**src/rtl/alu_pkg.sv**
```systemverilog
// Op encodings for the shared ALU and the arbiter FSM state encoding.
package alu_pkg;

    localparam logic [2:0] OpFwd    = 3'b000;
    localparam logic [2:0] OpAdd    = 3'b001;
    localparam logic [2:0] OpAnd    = 3'b010;
    localparam logic [2:0] OpOr     = 3'b011;
    localparam logic [2:0] OpRshift = 3'b100;

    typedef enum logic [1:0] {
        StIdle  = 2'b00,
        StIssue = 2'b01,
        StResp  = 2'b10
    } arb_state_e;

    // Codes above OpRshift are reserved and never reach the ALU.
    function automatic logic op_reserved(input logic [2:0] op);
        return op > OpRshift;
    endfunction

endpackage

```
**src/rtl/alu_arbiter_if.sv**
```systemverilog
// Requester, ALU and response signals of alu_arbiter; slave = arbiter side, master = environment.
interface alu_arbiter_if #(
    parameter int unsigned WIDTH = 8
);
    logic             req0_valid;
    logic             req0_ready;
    logic [2:0]       req0_op;
    logic [WIDTH-1:0] req0_a;
    logic [WIDTH-1:0] req0_b;

    logic             req1_valid;
    logic             req1_ready;
    logic [2:0]       req1_op;
    logic [WIDTH-1:0] req1_a;
    logic [WIDTH-1:0] req1_b;

    logic [WIDTH-1:0] alu_data1;
    logic [WIDTH-1:0] alu_data2;
    logic [2:0]       alu_select;
    logic [WIDTH-1:0] alu_result;
    logic             alu_zero;

    logic             rsp_valid;
    logic             rsp_ready;
    logic [WIDTH-1:0] rsp_data;
    logic             rsp_zero;
    logic             rsp_id;
    logic             rsp_err;

    modport slave (
        input  req0_valid, req0_op, req0_a, req0_b,
        input  req1_valid, req1_op, req1_a, req1_b,
        output req0_ready, req1_ready,
        output alu_data1, alu_data2, alu_select,
        input  alu_result, alu_zero,
        output rsp_valid, rsp_data, rsp_zero, rsp_id, rsp_err,
        input  rsp_ready
    );

    modport master (
        output req0_valid, req0_op, req0_a, req0_b,
        output req1_valid, req1_op, req1_a, req1_b,
        input  req0_ready, req1_ready,
        input  alu_data1, alu_data2, alu_select,
        output alu_result, alu_zero,
        input  rsp_valid, rsp_data, rsp_zero, rsp_id, rsp_err,
        output rsp_ready
    );

endinterface

```
**src/rtl/alu_arbiter_arb2.sv**
```systemverilog
// Two-way grant logic: round-robin when ALU_ARB_RR_EN is defined, else fixed priority to req[0].
module arb2 (
`ifdef ALU_ARB_RR_EN
    input  logic       clk,
    input  logic       resetn,
    input  logic       update,
`endif
    input  logic [1:0] req,
    output logic [1:0] gnt
);

`ifdef ALU_ARB_RR_EN
    // High when requester 1 wins the next tie.
    logic prio_q;

    always_ff @(posedge clk or negedge resetn) begin
        if (!resetn) begin
            prio_q <= 1'b0;
        end else if (update) begin
            prio_q <= gnt[0];
        end
    end

    always_comb begin
        gnt = req;
        if (req == 2'b11) begin
            gnt = prio_q ? 2'b10 : 2'b01;
        end
    end
`else
    assign gnt = {req[1] & ~req[0], req[0]};
`endif

endmodule

```
**src/rtl/alu_arbiter.sv**
```systemverilog
// Arbitrates two requesters onto one shared ALU and returns one response per operation.
// Define ALU_ARB_RR_EN for round-robin arbitration; default is fixed priority to requester 0.
module alu_arbiter
    import alu_pkg::*;
#(
    parameter int unsigned WIDTH   = 8,
    parameter int unsigned ALU_LAT = 1
) (
    input logic          clk,
    input logic          resetn,
    alu_arbiter_if.slave bus
);

    localparam int unsigned CntW = $clog2(ALU_LAT + 1);

    arb_state_e       state_q, state_d;
    logic [2:0]       op_q, op_d;
    logic [WIDTH-1:0] a_q, a_d;
    logic [WIDTH-1:0] b_q, b_d;
    logic             id_q, id_d;
    logic [CntW-1:0]  cnt_q, cnt_d;
    logic [WIDTH-1:0] res_q, res_d;
    logic             zero_q, zero_d;
    logic             err_q, err_d;

    logic [1:0]       req;
    logic [1:0]       gnt;
    logic             idle;
    logic             issue;
    logic             resp;
    logic             accept;
    logic [2:0]       sel_op;

    assign req    = {bus.req1_valid, bus.req0_valid};
    assign idle   = (state_q == StIdle);
    assign issue  = (state_q == StIssue);
    assign resp   = (state_q == StResp);
    assign accept = idle & (|req);
    assign sel_op = gnt[1] ? bus.req1_op : bus.req0_op;

    arb2 u_arb2 (
`ifdef ALU_ARB_RR_EN
        .clk    (clk),
        .resetn (resetn),
        .update (accept),
`endif
        .req    (req),
        .gnt    (gnt)
    );

    always_comb begin
        state_d = state_q;
        op_d    = op_q;
        a_d     = a_q;
        b_d     = b_q;
        id_d    = id_q;
        cnt_d   = cnt_q;
        res_d   = res_q;
        zero_d  = zero_q;
        err_d   = err_q;
        unique case (state_q)
            StIdle: begin
                if (accept) begin
                    op_d  = sel_op;
                    a_d   = gnt[1] ? bus.req1_a : bus.req0_a;
                    b_d   = gnt[1] ? bus.req1_b : bus.req0_b;
                    id_d  = gnt[1];
                    cnt_d = CntW'(ALU_LAT - 1);
                    if (op_reserved(sel_op)) begin
                        res_d   = '0;
                        zero_d  = 1'b1;
                        err_d   = 1'b1;
                        state_d = StResp;
                    end else begin
                        err_d   = 1'b0;
                        state_d = StIssue;
                    end
                end
            end
            StIssue: begin
                // Capture on the last cycle the ALU inputs are held.
                if (cnt_q == '0) begin
                    res_d   = bus.alu_result;
                    zero_d  = bus.alu_zero;
                    state_d = StResp;
                end else begin
                    cnt_d = cnt_q - 1'b1;
                end
            end
            StResp: begin
                if (bus.rsp_ready) begin
                    state_d = StIdle;
                end
            end
            default: state_d = StIdle;
        endcase
    end

    always_ff @(posedge clk or negedge resetn) begin
        if (!resetn) begin
            state_q <= StIdle;
            op_q    <= '0;
            a_q     <= '0;
            b_q     <= '0;
            id_q    <= 1'b0;
            cnt_q   <= '0;
            res_q   <= '0;
            zero_q  <= 1'b0;
            err_q   <= 1'b0;
        end else begin
            state_q <= state_d;
            op_q    <= op_d;
            a_q     <= a_d;
            b_q     <= b_d;
            id_q    <= id_d;
            cnt_q   <= cnt_d;
            res_q   <= res_d;
            zero_q  <= zero_d;
            err_q   <= err_d;
        end
    end

    // Ready is gated by reset so nothing is accepted while reset is held.
    assign bus.req0_ready = resetn & idle & gnt[0];
    assign bus.req1_ready = resetn & idle & gnt[1];

    assign bus.alu_data1  = issue ? a_q : '0;
    assign bus.alu_data2  = issue ? b_q : '0;
    assign bus.alu_select = issue ? op_q : '0;

    assign bus.rsp_valid  = resp;
    assign bus.rsp_data   = resp ? res_q : '0;
    assign bus.rsp_zero   = resp & zero_q;
    assign bus.rsp_id     = resp & id_q;
    assign bus.rsp_err    = resp & err_q;

endmodule

```
**src/flat_wrapper.sv**
```systemverilog
// flat-port wrapper written by rule: the top's interface ports become plain ports
module alu_arbiter_flat import alu_pkg::*;
#(
    parameter int unsigned WIDTH   = 8,
    parameter int unsigned ALU_LAT = 1
)
  (clk, resetn, bus_req0_valid, bus_req0_op, bus_req0_a, bus_req0_b, bus_req1_valid, bus_req1_op, bus_req1_a, bus_req1_b, bus_req0_ready, bus_req1_ready, bus_alu_data1, bus_alu_data2, bus_alu_select, bus_alu_result, bus_alu_zero, bus_rsp_valid, bus_rsp_data, bus_rsp_zero, bus_rsp_id, bus_rsp_err, bus_rsp_ready);
  alu_arbiter_if #(.WIDTH(WIDTH)) bus_i ();
  input logic clk;
  input logic resetn;
  input wire logic [$bits(bus_i.req0_valid)-1:0] bus_req0_valid;
  input wire logic [$bits(bus_i.req0_op)-1:0] bus_req0_op;
  input wire logic [$bits(bus_i.req0_a)-1:0] bus_req0_a;
  input wire logic [$bits(bus_i.req0_b)-1:0] bus_req0_b;
  input wire logic [$bits(bus_i.req1_valid)-1:0] bus_req1_valid;
  input wire logic [$bits(bus_i.req1_op)-1:0] bus_req1_op;
  input wire logic [$bits(bus_i.req1_a)-1:0] bus_req1_a;
  input wire logic [$bits(bus_i.req1_b)-1:0] bus_req1_b;
  output wire logic [$bits(bus_i.req0_ready)-1:0] bus_req0_ready;
  output wire logic [$bits(bus_i.req1_ready)-1:0] bus_req1_ready;
  output wire logic [$bits(bus_i.alu_data1)-1:0] bus_alu_data1;
  output wire logic [$bits(bus_i.alu_data2)-1:0] bus_alu_data2;
  output wire logic [$bits(bus_i.alu_select)-1:0] bus_alu_select;
  input wire logic [$bits(bus_i.alu_result)-1:0] bus_alu_result;
  input wire logic [$bits(bus_i.alu_zero)-1:0] bus_alu_zero;
  output wire logic [$bits(bus_i.rsp_valid)-1:0] bus_rsp_valid;
  output wire logic [$bits(bus_i.rsp_data)-1:0] bus_rsp_data;
  output wire logic [$bits(bus_i.rsp_zero)-1:0] bus_rsp_zero;
  output wire logic [$bits(bus_i.rsp_id)-1:0] bus_rsp_id;
  output wire logic [$bits(bus_i.rsp_err)-1:0] bus_rsp_err;
  input wire logic [$bits(bus_i.rsp_ready)-1:0] bus_rsp_ready;
  assign bus_i.req0_valid = bus_req0_valid;
  assign bus_i.req0_op = bus_req0_op;
  assign bus_i.req0_a = bus_req0_a;
  assign bus_i.req0_b = bus_req0_b;
  assign bus_i.req1_valid = bus_req1_valid;
  assign bus_i.req1_op = bus_req1_op;
  assign bus_i.req1_a = bus_req1_a;
  assign bus_i.req1_b = bus_req1_b;
  assign bus_req0_ready = bus_i.req0_ready;
  assign bus_req1_ready = bus_i.req1_ready;
  assign bus_alu_data1 = bus_i.alu_data1;
  assign bus_alu_data2 = bus_i.alu_data2;
  assign bus_alu_select = bus_i.alu_select;
  assign bus_i.alu_result = bus_alu_result;
  assign bus_i.alu_zero = bus_alu_zero;
  assign bus_rsp_valid = bus_i.rsp_valid;
  assign bus_rsp_data = bus_i.rsp_data;
  assign bus_rsp_zero = bus_i.rsp_zero;
  assign bus_rsp_id = bus_i.rsp_id;
  assign bus_rsp_err = bus_i.rsp_err;
  assign bus_i.rsp_ready = bus_rsp_ready;
  alu_arbiter #(.WIDTH(WIDTH), .ALU_LAT(ALU_LAT)) u_core (.clk(clk), .resetn(resetn), .bus(bus_i));
endmodule
```
**config.mk**
```make
export PLATFORM = sky130hd
export DESIGN_NAME = alu_arbiter_flat
export DESIGN_NICKNAME = d
export VERILOG_FILES = /design/src/rtl/alu_pkg.sv /design/src/rtl/alu_arbiter_if.sv /design/src/rtl/alu_arbiter_arb2.sv /design/src/rtl/alu_arbiter.sv /design/src/flat_wrapper.sv
export SDC_FILE = /design/constraint.sdc
export NUM_CORES = 1
export LEC_CHECK = 0
export BUFFER_PORTS_ARGS = -buffer_cell sky130_fd_sc_hd__buf_2
export CAP_MARGIN = 20
export CORE_ASPECT_RATIO = 1.1
export CORE_MARGIN = 5
export CORE_UTILIZATION = 40
export CTS_CLUSTER_SIZE = 12
export DETAILED_ROUTE_END_ITERATION = 6
export PLACE_DENSITY = 0.82
export SETUP_SLACK_MARGIN = 0.3
export SLEW_MARGIN = 15
export SYNTH_ARGS = -nofsm -noshare
export SYNTH_HDL_FRONTEND = slang
export SYNTH_SLANG_ARGS = --single-unit
```
**constraint.sdc**
```tcl
create_clock -name clk -period 2.3 [get_ports clk]
set_input_delay 0.115 -clock clk [delete_from_list [all_inputs] [get_ports clk]]
set_output_delay 0.115 -clock clk [all_outputs]
set_load 0.005 [all_outputs]
```
; ---- After elaboration in Yosys (flattened, before gate mapping)
; Index checks and enable logic that the tools add are counted.
[totals]
ff_bits = 33
latch_bits = 0
ram_bits = 0
rom_bits = 0
input_bits = 52
output_inout_bits = 33
word_cells = 57
mem_count = 0
[classes]
n_addsub = 1
n_mul = 0
div = 0
order_cmp = 1
n_eq_ne = 6
n_shift = 0
muxes = 24
bitwise_logic = 9
reduce_logical = 7
[op_table]
columns = cell, count
row1 = 2-to-1 mux 8 bit, 8
row2 = one-hot mux 8 bit (2 select lines), 1
row3 = bitwise AND 1 bit, 8
row4 = 2-to-1 mux 2 bit, 4
row5 = != test 2 bit (second input constant), 4
row6 = 2-to-1 mux 1 bit, 6
row7 = 2-to-1 mux 3 bit, 2
row8 = one-hot mux 2 bit (3 select lines), 1
row9 = one-hot mux 1 bit (2 select lines), 2
row10 = AND reduction 2 bit, 2
row11 = AND reduction 4 bit, 1
row12 = greater-than comparator 3 bit (second input constant), 1
row13 = AND reduction 3 bit, 1
row14 = == test 2 x 1 -> 1 bit (second input constant), 1
row15 = == test 2 bit (second input constant), 1
row16 = zero test 2 bit, 1
row17 = nonzero test 2 bit, 1
row18 = OR reduction 2 bit, 1
row19 = NOT 1 bit, 1
row20 = subtractor 1 bit (second input constant), 1

; ---- Logic depth before layout (Yosys ltp)
; Gate-level depths: netlist (run 1).
[depth]
word_depth = 7
ltp_mapped = 5
mapped_depth_nobuf = 4

; ---- Hierarchy
; A second synthesis (run 1) with hierarchy kept.
[unflattened]
hier_cells = 149
hier_area_um2 = 1747.9
[by_module_without_submodules]
columns = module, n_inst, cells_per_inst, area_per_inst_um2, seq_area_each_um2
row1 = alu_arbiter, 1, 147, 1726.7, 800.8
row2 = arb2, 1, 2, 21.3, 0.0

; ---- Worst setup path before layout (run 1)
; OpenSTA, ideal clock, no wires.
[synth_path]
kind = register to register
startpoint = register u_core.state_q[1]
endpoint = register u_core.err_q
setup_time_ns = 0.125
t_arrival_ns = 1.221
t_required_ns = 2.175
slack_ns = 0.954
stages_incl_launch_ff = 5
path_buffers = 1
period_less_slack_ns = 1.346
path_cell_list = dfrtp_1 -> nor2_1 -> o21ai_0 -> buf_2 -> mux2_2
[synth_via]
elab_chain_len = 3
[synth_lines]
columns = item, line_no
row1 = start: declaration, alu_arbiter.sv:16  ; arb_state_e state_q, state_d;
row2 = start signal: assignment, alu_arbiter.sv:101  ; state_q <= StIdle;
row3 = start signal: assignment, alu_arbiter.sv:111  ; state_q <= state_d;
row4 = zero test 2 bit *, "alu_arbiter.sv:35, alu_arbiter.sv:61"
row5 = bitwise AND 1 bit, alu_arbiter.sv:38  ; assign accept = idle & (|req);
row6 = AND reduction 2 bit (no source line) *, --
row7 = end signal: assignment, alu_arbiter.sv:119  ; err_q <= err_d;
row8 = end: declaration, alu_arbiter.sv:24  ; logic err_q, err_d;
; Mark *: on every way between the ends. The rest lies on a longest branch, timed or not.
; A chain may end at the register's enable or synchronous reset.

; ---- Final worst setup path (run 1)
[layout_path]
startpoint = register u_core.state_q[1]
endpoint = output port bus_alu_data2[2]
[layout_via]
elab_chain_len = 2
[layout_lines]
columns = item, line_no
row1 = == test 2 x 1 -> 1 bit, alu_arbiter.sv:36  ; assign issue = (state_q == StIssue);
row2 = 2-to-1 mux 8 bit, alu_arbiter.sv:128  ; assign bus.alu_data2 = issue ? b_q : '0;
row3 = end: declaration, flat_wrapper.sv:22  ; output wire logic [$bits(bus_i.alu_data2)-1:0] bus_alu_data2;
; Every way passes these cells.

==> results_dict.tcl, run 1 <==
set metrics [dict create \
    outcome "complete, no violations" \
    drv_cap 0 \
    overflow 0 \
    crit_path_end_kind "primary output" \
    htreeDepth 2 \
    skew_ps 6.27 \
    max-clock-path-buffers 2 \
    critPathTopFamily "simple AND/OR/NAND/NOR gates" \
    initial_core_util 0.414 \
    worst-slew-pin-transition_ps 682 \
    post-dp-hpwl_mm 3.12 \
    worst_slack_ps 501 \
    fp.coreArea_um2 3990 \
    clockPowerShare 0.178 \
    start_kind "flip-flop" \
    post_cts_resized 0 \
    cts_tree "yes" \
    rsz0062_at_grt "false" \
    slowest_stage "dfrtp_1" \
    grt_max_degree 41 \
    numCtsBuffers 5 \
    leakage_nw 1.25 \
    chipHeight_um 77.5 \
    cts_num_sinks 32 \
    clock.fmax_mhz 556 \
    place_area_um2 2120 \
    first_pass_iters 4 \
    hold_viol 0 \
    grt_pass1_vias 1483 \
    swShare 0.351 \
    route.detailed.drc 0 \
    io_buffers 84 \
    synthesis.area_um2 1660 \
    hold_ws_ps 55.3 \
    cts_setup_buffers 0 \
    place_ws_ps 592 \
    yosysSeqAreaShare 0.484 \
    wire_per_inst_um 12.9 \
    yosysWarnings 0 \
    fin_crit_sh 0.782 \
    crit_type "reg -> out" \
    place_congestion 0.754 \
    multi_input_area_um2 806 \
    pwr-share-seq 0.447 \
    wl_mm 4.04 \
    cts-root-buf "clkbuf_8" \
    finalSetupViolCount 0 \
    syn2layout_area_growth_pct 33.3 \
    p_int_mw 1.42 \
    fillers 393 \
    clk_pin_slew_ps 60 \
    slew_viol_final 0 \
    antennaDiodeCount 0 \
    vias_per_cell 4.69 \
    dieArea_um2 5530 \
    grt_pass1_wl_mm 6.71 \
    seq_area_um2 801 \
    synthDistinctLibCells 22 \
    grt.total_usage 0.151 \
    synth.avg_cell_area_um2 9.35 \
    fin_area_um2 2210 \
    antenna_found_initial 0 \
    cp_num_buf_inv 2 \
    critPathMaxFanout 20 \
    arrival_ps 1680 \
    drt_iter0_markers 125 \
    vias 1468 \
    powerDensity_nw_per_um2 991 \
    core.rowCount 24 \
    p_total_mw 2.19 \
    max_stage_delay_ps 450 \
    die_w_um 71.3 \
    drive_above_1_share 0.379 \
    fin_tns_setup_ps 0 \
    power_frac_comb 0.376 \
    ioPinCount 85 \
    relSlewSlack 0.544 \
    synth.ff_latch_count 32 \
    ir_drop_mv 0.375 \
    hp-class "in -> reg" \
    cp.required_ps 2180 \
    ant_nets 0 \
    crit_path_cell_trace "nor2b_2 > buf_4 > and2_1 > buf_2" \
    syn_inst 177 \
    synth_nets 229 \
    clock_latency_ps 270 \
    switchingPower_mw 0.767 \
    min_period_ps 1800 \
    nets 313 \
]
-- area by class of cell --
cell class,count,area share
Sequential cell,32,0.363
Inverter,1,0.00170
Timing Repair Buffer,88,0.205
Clock inverter,1,0.00227
Clock buffer,6,0.0329
Multi-Input combinational cell,133,0.365
Tap cell,52,0.0295
-- state kept, by name, summed over array words and instances (netlist names) --
register	flops
u_core.res_q	8
u_core.zero_q	1
u_core.id_q	1
u_core.state_q	2
u_core.b_q	8
u_core.err_q	1
u_core.a_q	8
u_core.op_q	3
-- timing repair --
item	4_1_cts	5_1_grt
setup endpoints to repair	0	0
hold buffers	1	0
hold endpoints to repair	9	0
-- layout by cell type (no fill, tap or decap) --
master | Yosys | final
a211o_1 | 1 | 1
a21oi_1 | 2 | 2
and2_1 | 30 | 30
and3_1 | 1 | 1
buf_2 | 2 | 84
buf_4 | 2 | 3
clkbuf_1 | 6 | 1
clkbuf_8 | 0 | 5
clkinv_2 | 0 | 1
dfrtp_1 | 32 | 32
dlygate4sd3_1 | 0 | 1
inv_1 | 1 | 1
mux2_2 | 1 | 1
mux2_4 | 1 | 1
mux2i_1 | 19 | 19
nand2_1 | 36 | 36
nand2b_1 | 2 | 2
nand2b_4 | 1 | 1
nor2_1 | 7 | 7
nor2b_1 | 2 | 1
nor2b_2 | 0 | 1
nor4_4 | 1 | 1
o21ai_0 | 20 | 19
o21ai_1 | 8 | 8
o21ai_2 | 0 | 1
o31a_1 | 1 | 1
-- Yosys cell counts --
library cell	n	area (um2)
o21ai_0	20	100
nand2b_4	1	13.8
buf_2	2	10.0
buf_1	1	3.75
clkbuf_1	6	22.5
a21oi_1	2	10.0
buf_4	2	15.0
nor4_4	1	21.3
nor2_1	7	26.3
nand2b_1	2	12.5
and3_1	1	6.26
nand2_1	36	135
and2_1	30	188
mux2_4	1	15.0
mux2i_1	19	190
mux2_2	1	11.3
o31a_1	1	8.76
a211o_1	1	8.76
inv_1	1	3.75
dfrtp_1	32	801
nor2b_1	2	12.5
o21ai_1	8	40.0
-- tightest hold or removal path: cells and delay by family --
| kind | cells | cell delay (ps) |
|---|---|---|
| AOI/OAI and AO/OA | 1 | 60 |
| and+or+nand+nor | 1 | 40 |
| buffers and inverters | 1 | 80 |
-- cell families after synthesis --
logic type	count (synthesis)	synth area share
buffers and inverters	12	0.0333
AO/OA/AOI/OAI	32	0.101
multiplexers	21	0.131
AND/OR/NAND/NOR	80	0.251
flip-flops	32	0.484
-- final timing paths --
check                             startpoint          endpoint  slack, ps  cells after the start
min                        bus_alu_result[5]   u_core.res_q[5]         60                      3
min in group asynchronous             resetn       u_core.id_q        240                      2
max reg2reg                u_core.state_q[1]      u_core.err_q        780                      4
min reg2reg                    u_core.a_q[1]     u_core.a_q[1]        470                      2
max                        u_core.state_q[1]  bus_alu_data2[2]        500                      4
max in group asynchronous             resetn     u_core.a_q[7]       1470                      3
-- stage by stage --
step / util / std cells
final: 0.552 / 313
after global routing: 0.552 / 313
after CTS: 0.552 / 313
after detailed placement: 0.530 / 305
after global placement: 0.530 / 305
after floorplan: - / 177
-- routing by layer --
| layer | wire [um] | track usage | vias up |
|---|---|---|---|
| met2 | 1980 | 0.261 | 59 |
| met1 | 1670 | 0.178 | 654 |
| met3 | 346 | 0.0465 | 5 |
| li1 | - | - | 750 |
| met5 | 0 | 0 | - |
| met4 | 41 | 0.0451 | 0 |
-- power by group through the flow --
stage,Sequential [mW],Clock [mW],Combinational [mW]
after detailed placement,0.986,0,0.838
after global placement,0.973,0,0.812
after floorplan,0.943,0,0.552
after global routing,1.01,0.429,0.963
after CTS,0.977,0.400,0.841
final,0.977,0.388,0.821
(Power assumes the default switching activity.)
==> run 2, diff against run 1 <==
clock period = 1.8 ns   (was 2.3 ns; I/O delays follow)
==> run 2 against run 1 <==
Compared with the run above: cell count up 1.3%; core utilization grew 2.2 points; clock-buffer cell count increased by 1; die area stayed put.
==> results_dict.tcl, run 2 (synthesized netlist as in run 1, its figures left out) <==
set metrics [dict create \
    outcome "complete, no violations" \
    fin_crit_sh 0.785 \
    min_period_ps 1410 \
    vias_per_cell 4.66 \
    relSlewSlack 0.661 \
    holdPathStages 3 \
    antennaDiodeCount 0 \
    hp-class "in -> reg" \
    drive_above_1_share 0.400 \
    clock_latency_ps 280 \
    p_total_mw 3.08 \
    drv_cap 0 \
    grt.total_usage 0.146 \
    cts-root-buf "clkbuf_8" \
    top_regs "u_core.a_q (8), u_core.b_q (8), u_core.res_q (8)" \
    numCtsBuffers 5 \
    worst-slew-pin-transition_ps 504 \
    finalSetupViolCount 0 \
    drt_iter0_markers 56 \
    fillers 363 \
    chipHeight_um 77.5 \
    cp.required_ps 1710 \
    first_pass_iters 4 \
    syn2layout_area_growth_pct 38.5 \
    wl_mm 3.97 \
    max-clock-path-buffers 2 \
    arrival_ps 1320 \
    critPathMaxFanout 18 \
    ioPinCount 85 \
    grt_pass1_wl_mm 6.40 \
    skew_ps 3.96 \
    nets 316 \
    overflow 0 \
    cts_tree "yes" \
    ant_nets 0 \
    rsz0062_at_grt "true" \
    start_kind "flip-flop" \
    clock.fmax_mhz 708 \
    grt_max_degree 33 \
    final_cell_mix "buf_2, nand2_1, dfrtp_1, and2_1" \
    fin_area_um2 2290 \
    place_area_um2 2140 \
    place_congestion 0.821 \
    multi_input_area_um2 816 \
    leakage_nw 1.29 \
    grt_pass1_vias 1436 \
    die_w_um 71.3 \
    io_buffers 84 \
    dieArea_um2 5530 \
    ff2ff_path_depth 5 \
    cts_num_sinks 32 \
    core.rowCount 24 \
    wire_per_inst_um 12.5 \
    antenna_found_initial 0 \
    crit_path_end_kind "primary output" \
    slew_viol_final 0 \
    initial_core_util 0.414 \
    hold_viol 0 \
    fin_tns_setup_ps 0 \
    htreeDepth 2 \
    route.detailed.drc 0 \
    seq_area_um2 802 \
    ir_drop_mv 0.524 \
    crit_type "reg -> out" \
    post-dp-hpwl_mm 3.20 \
    final_common_cell "buf_2" \
    powerDensity_nw_per_um2 1340 \
    vias 1476 \
    clk_pin_slew_ps 70 \
    fp.coreArea_um2 3990 \
]
run 2: changes by cell type in the layout (fill, tap and decap cells not counted), sizes merged:
cell    before  now
clkinv       1    0
bufinv       0    1
clkbuf       6    7
buf         87   90
run 2: worst paths after layout:
path | from | slack, ps | end
min in group asynchronous | resetn | 390 | u_core.res_q[2]
min | bus_alu_result[7] | 10 | u_core.res_q[7]
min reg2reg | u_core.a_q[3] | 470 | u_core.a_q[3]
max reg2reg | u_core.state_q[1] | 420 | u_core.b_q[5]
max in group asynchronous | resetn | 1090 | u_core.state_q[1]
max | u_core.state_q[1] | 390 | bus_alu_data2[2]
run 2: stage by stage:
stage / instances / hold WS (ps) / util / setup WS, ps
3_5_place_dp: 308 / 177 / 0.536 / 262
3_3_place_gp: 308 / 181 / 0.536 / 373
6_report: 317 / 12.4 / 0.574 / 387
2_1_floorplan: 177 / -206 / - / 454
4_1_cts: 317 / 8.18 / 0.571 / 310
5_1_grt: 317 / 13.0 / 0.574 / 285
run 2: area by class of cell:
type,count,area share
inverters,1,0.00164
well taps,52,0.0284
flip-flops and latches,32,0.350
repair buffers,91,0.209
clock buffers,7,0.0420
multi-input cells,133,0.356
clock inverters,1,0.0131
run 2: repair_timing:
item | in CTS | in global routing
endpoints found under the hold margin | 32 | 0
hold buffers | 1 | 0
gates resized for setup | 1 | 3
setup endpoints to repair | 13 | 42
buffers inserted | 0 | 0
run 2: worst max-delay path, cell delays in order (launching register included):
cell and delay, ps:
dfrtp_2 450, nor2b_2 160, buf_6 170, and2_1 150, buf_2 110
run 2: power breakdown:
part	internal [mW]	total [mW]	switching [mW]	leakage (nW)
clock network	0.488	0.744	0.256	0.0645
logic	0.516	1.09	0.578	0.829
registers	1.07	1.24	0.170	0.396
total	2.08	3.08	1.00	1.29
run 2: routing by layer:
layer	vias up	share of wire	GRT usage	wire length, um
met1	653	0.39	0.160	1540
met4	0	0.010	0.0395	40
li1	758	-	-	-
met5	-	0	0	0
met3	5	0.10	0.0633	410
met2	60	0.50	0.255	1980
==> run 3, diff against run 2 <==
PLACE_DENSITY = 0.85   (was 0.82)
clock period = 1.2 ns   (was 1.8 ns; I/O delays follow)
==> run 3 against run 2 <==
Compared with the run above: the run now ends with negative setup slack left; combinational power grew 120%; cell count increased by 9.1%; via count grew 12%; clock power is 14% higher; sequential share of layout area down 4.1 points; register-to-register slack worse by 570 ps; sequential power increased by 54%; die area unchanged; critical path depth stayed put; global-route usage increased by 1.7 points; critical endpoint is now bus_rsp_err.
==> results_dict.tcl, run 3 (synthesized netlist as in run 1, its figures left out) <==
set metrics [dict create \
    outcome "finished with violations" \
    violations "negative setup slack" \
    hold_ws_ps 9.20 \
    grt_pass1_wl_mm 7.20 \
    place_congestion 0.749 \
    grt_util_met2 0.293 \
    max_stage_delay_ps 460 \
    stdcell_count 346 \
    drv_cap 0 \
    cts_num_sinks 32 \
    fp.coreArea_um2 3990 \
    slowest_stage "dfrtp_2" \
    start_kind "flip-flop" \
    worst-slew-pin-transition_ps 396 \
    cts_tree "yes" \
    relSlewSlack 0.736 \
    wire_per_inst_um 14.0 \
    drt_iter0_markers 135 \
    cp.required_ps 1140 \
    powerDensity_nw_per_um2 1980 \
    fillers 337 \
    grt.total_usage 0.163 \
    met3_usage 0.0349 \
    first_pass_iters 4 \
    antennaDiodeCount 0 \
    chipHeight_um 77.5 \
    route.detailed.drc 0 \
    slew_viol_final 0 \
    syn2layout_area_growth_pct 56.7 \
    skew_ps 3.03 \
    final_cell_mix "buf_2, nand2_1, dfrtp_1, and2_1, mux2i_1" \
    htreeDepth 2 \
    arrival_ps 1350 \
    multi_input_area_um2 867 \
    initial_core_util 0.414 \
    post-dp-hpwl_mm 3.28 \
    drive_above_1_share 0.452 \
    dieArea_um2 5530 \
    seq_area_um2 802 \
    numCtsBuffers 5 \
    place_area_um2 2210 \
    vias 1654 \
    clock.fmax_mhz 710 \
    crit_type "reg -> out" \
    cts-root-buf "clkbuf_8" \
    gr-usage-met1 0.182 \
    overflow 0 \
    fin_area_um2 2590 \
    ioPinCount 85 \
    min_period_ps 1410 \
    ant_nets 0 \
    grt_max_degree 32 \
    ir_drop_mv 1.00 \
    antenna_found_initial 0 \
    place_ws_ps -75.7 \
    core.rowCount 24 \
    wl_mm 4.85 \
    io_buffers 84 \
    top_regs "u_core.a_q (8), u_core.b_q (8), u_core.res_q (8)" \
    die_w_um 71.3 \
    clk_pin_slew_ps 60 \
    rsz0062_at_grt "true" \
    nets 345 \
    clock_latency_ps 280 \
    crit_path_end_kind "primary output" \
    dp_cells 316 \
    grt_busiest_layer "met2" \
    grt_pass1_vias 1636 \
    hold_viol 0 \
    worst_slack_ps -208 \
    critPathMaxFanout 12 \
    hp-class "in -> reg" \
    fin_crit_sh 1.17 \
    crit_path_cell_trace "nor2b_2 > buf_6 > and2_1 > buf_2" \
    vias_per_cell 4.78 \
    final_common_cell "buf_2" \
    finalSetupViolCount 55 \
    leakage_nw 1.43 \
    max-clock-path-buffers 2 \
]
## run 3: final cells by class
cell class,instances,area share
multi-input cells,134,0.334
flip-flops and latches,32,0.309
clock buffers,8,0.0347
well taps,52,0.0251
repair buffers,119,0.295
inverters,1,0.00145
## run 3: per-stage QoR
| stage | TNS [ps] | utilization | power (mW) |
|---|---|---|---|
| 2_1_floorplan | 0 | - | 2.93 |
| 3_3_place_gp | -27.5 | 0.553 | 3.57 |
| 3_5_place_dp | -162 | 0.553 | 3.66 |
| 4_1_cts | -5920 | 0.612 | 4.72 |
| 5_1_grt | -12000 | 0.649 | 5.54 |
| 6_report | -7730 | 0.649 | 5.13 |
## run 3: power breakdown
part	switching (mW)	internal (mW)
logic	1.11	1.27
registers	0.293	1.61
clock network	0.382	0.467
total	1.78	3.35
## run 3: path summary, 6_finish.rpt
check	from	end	slack (ps)	cells past startpoint
max	u_core.state_q[1]	bus_rsp_err	-210	4
min	bus_alu_result[6]	u_core.res_q[6]	9	3
max reg2reg	u_core.state_q[0]	u_core.err_q	-150	5
min reg2reg	u_core.a_q[2]	u_core.a_q[2]	470	2
max in group asynchronous	resetn	u_core.state_q[1]	420	3
min in group asynchronous	resetn	u_core.id_q	160	2
## run 3: per-layer routing
metal | vias to the layer above | part of all wire
met5 | - | 0
met1 | 765 | 0.39
met2 | 63 | 0.52
li1 | 818 | -
met3 | 8 | 0.077
met4 | 0 | 0.018
## run 3: critical path, delay by kind of cell, from the launching register on
family,cells,cell delay (ps)
and+or+nand+nor,2,340
DFF,1,460
buffers and inverters,2,260
## run 3: timing repair
item | in CTS | in global routing
gates cloned | 1 | 6
setup buffers | 4 | 3
setup endpoints to repair | 65 | 65
hold buffers | 8 | 0
pin swaps | 1 | 5
gates resized for setup | 9 | 33
hold endpoints to repair | 39 | 0
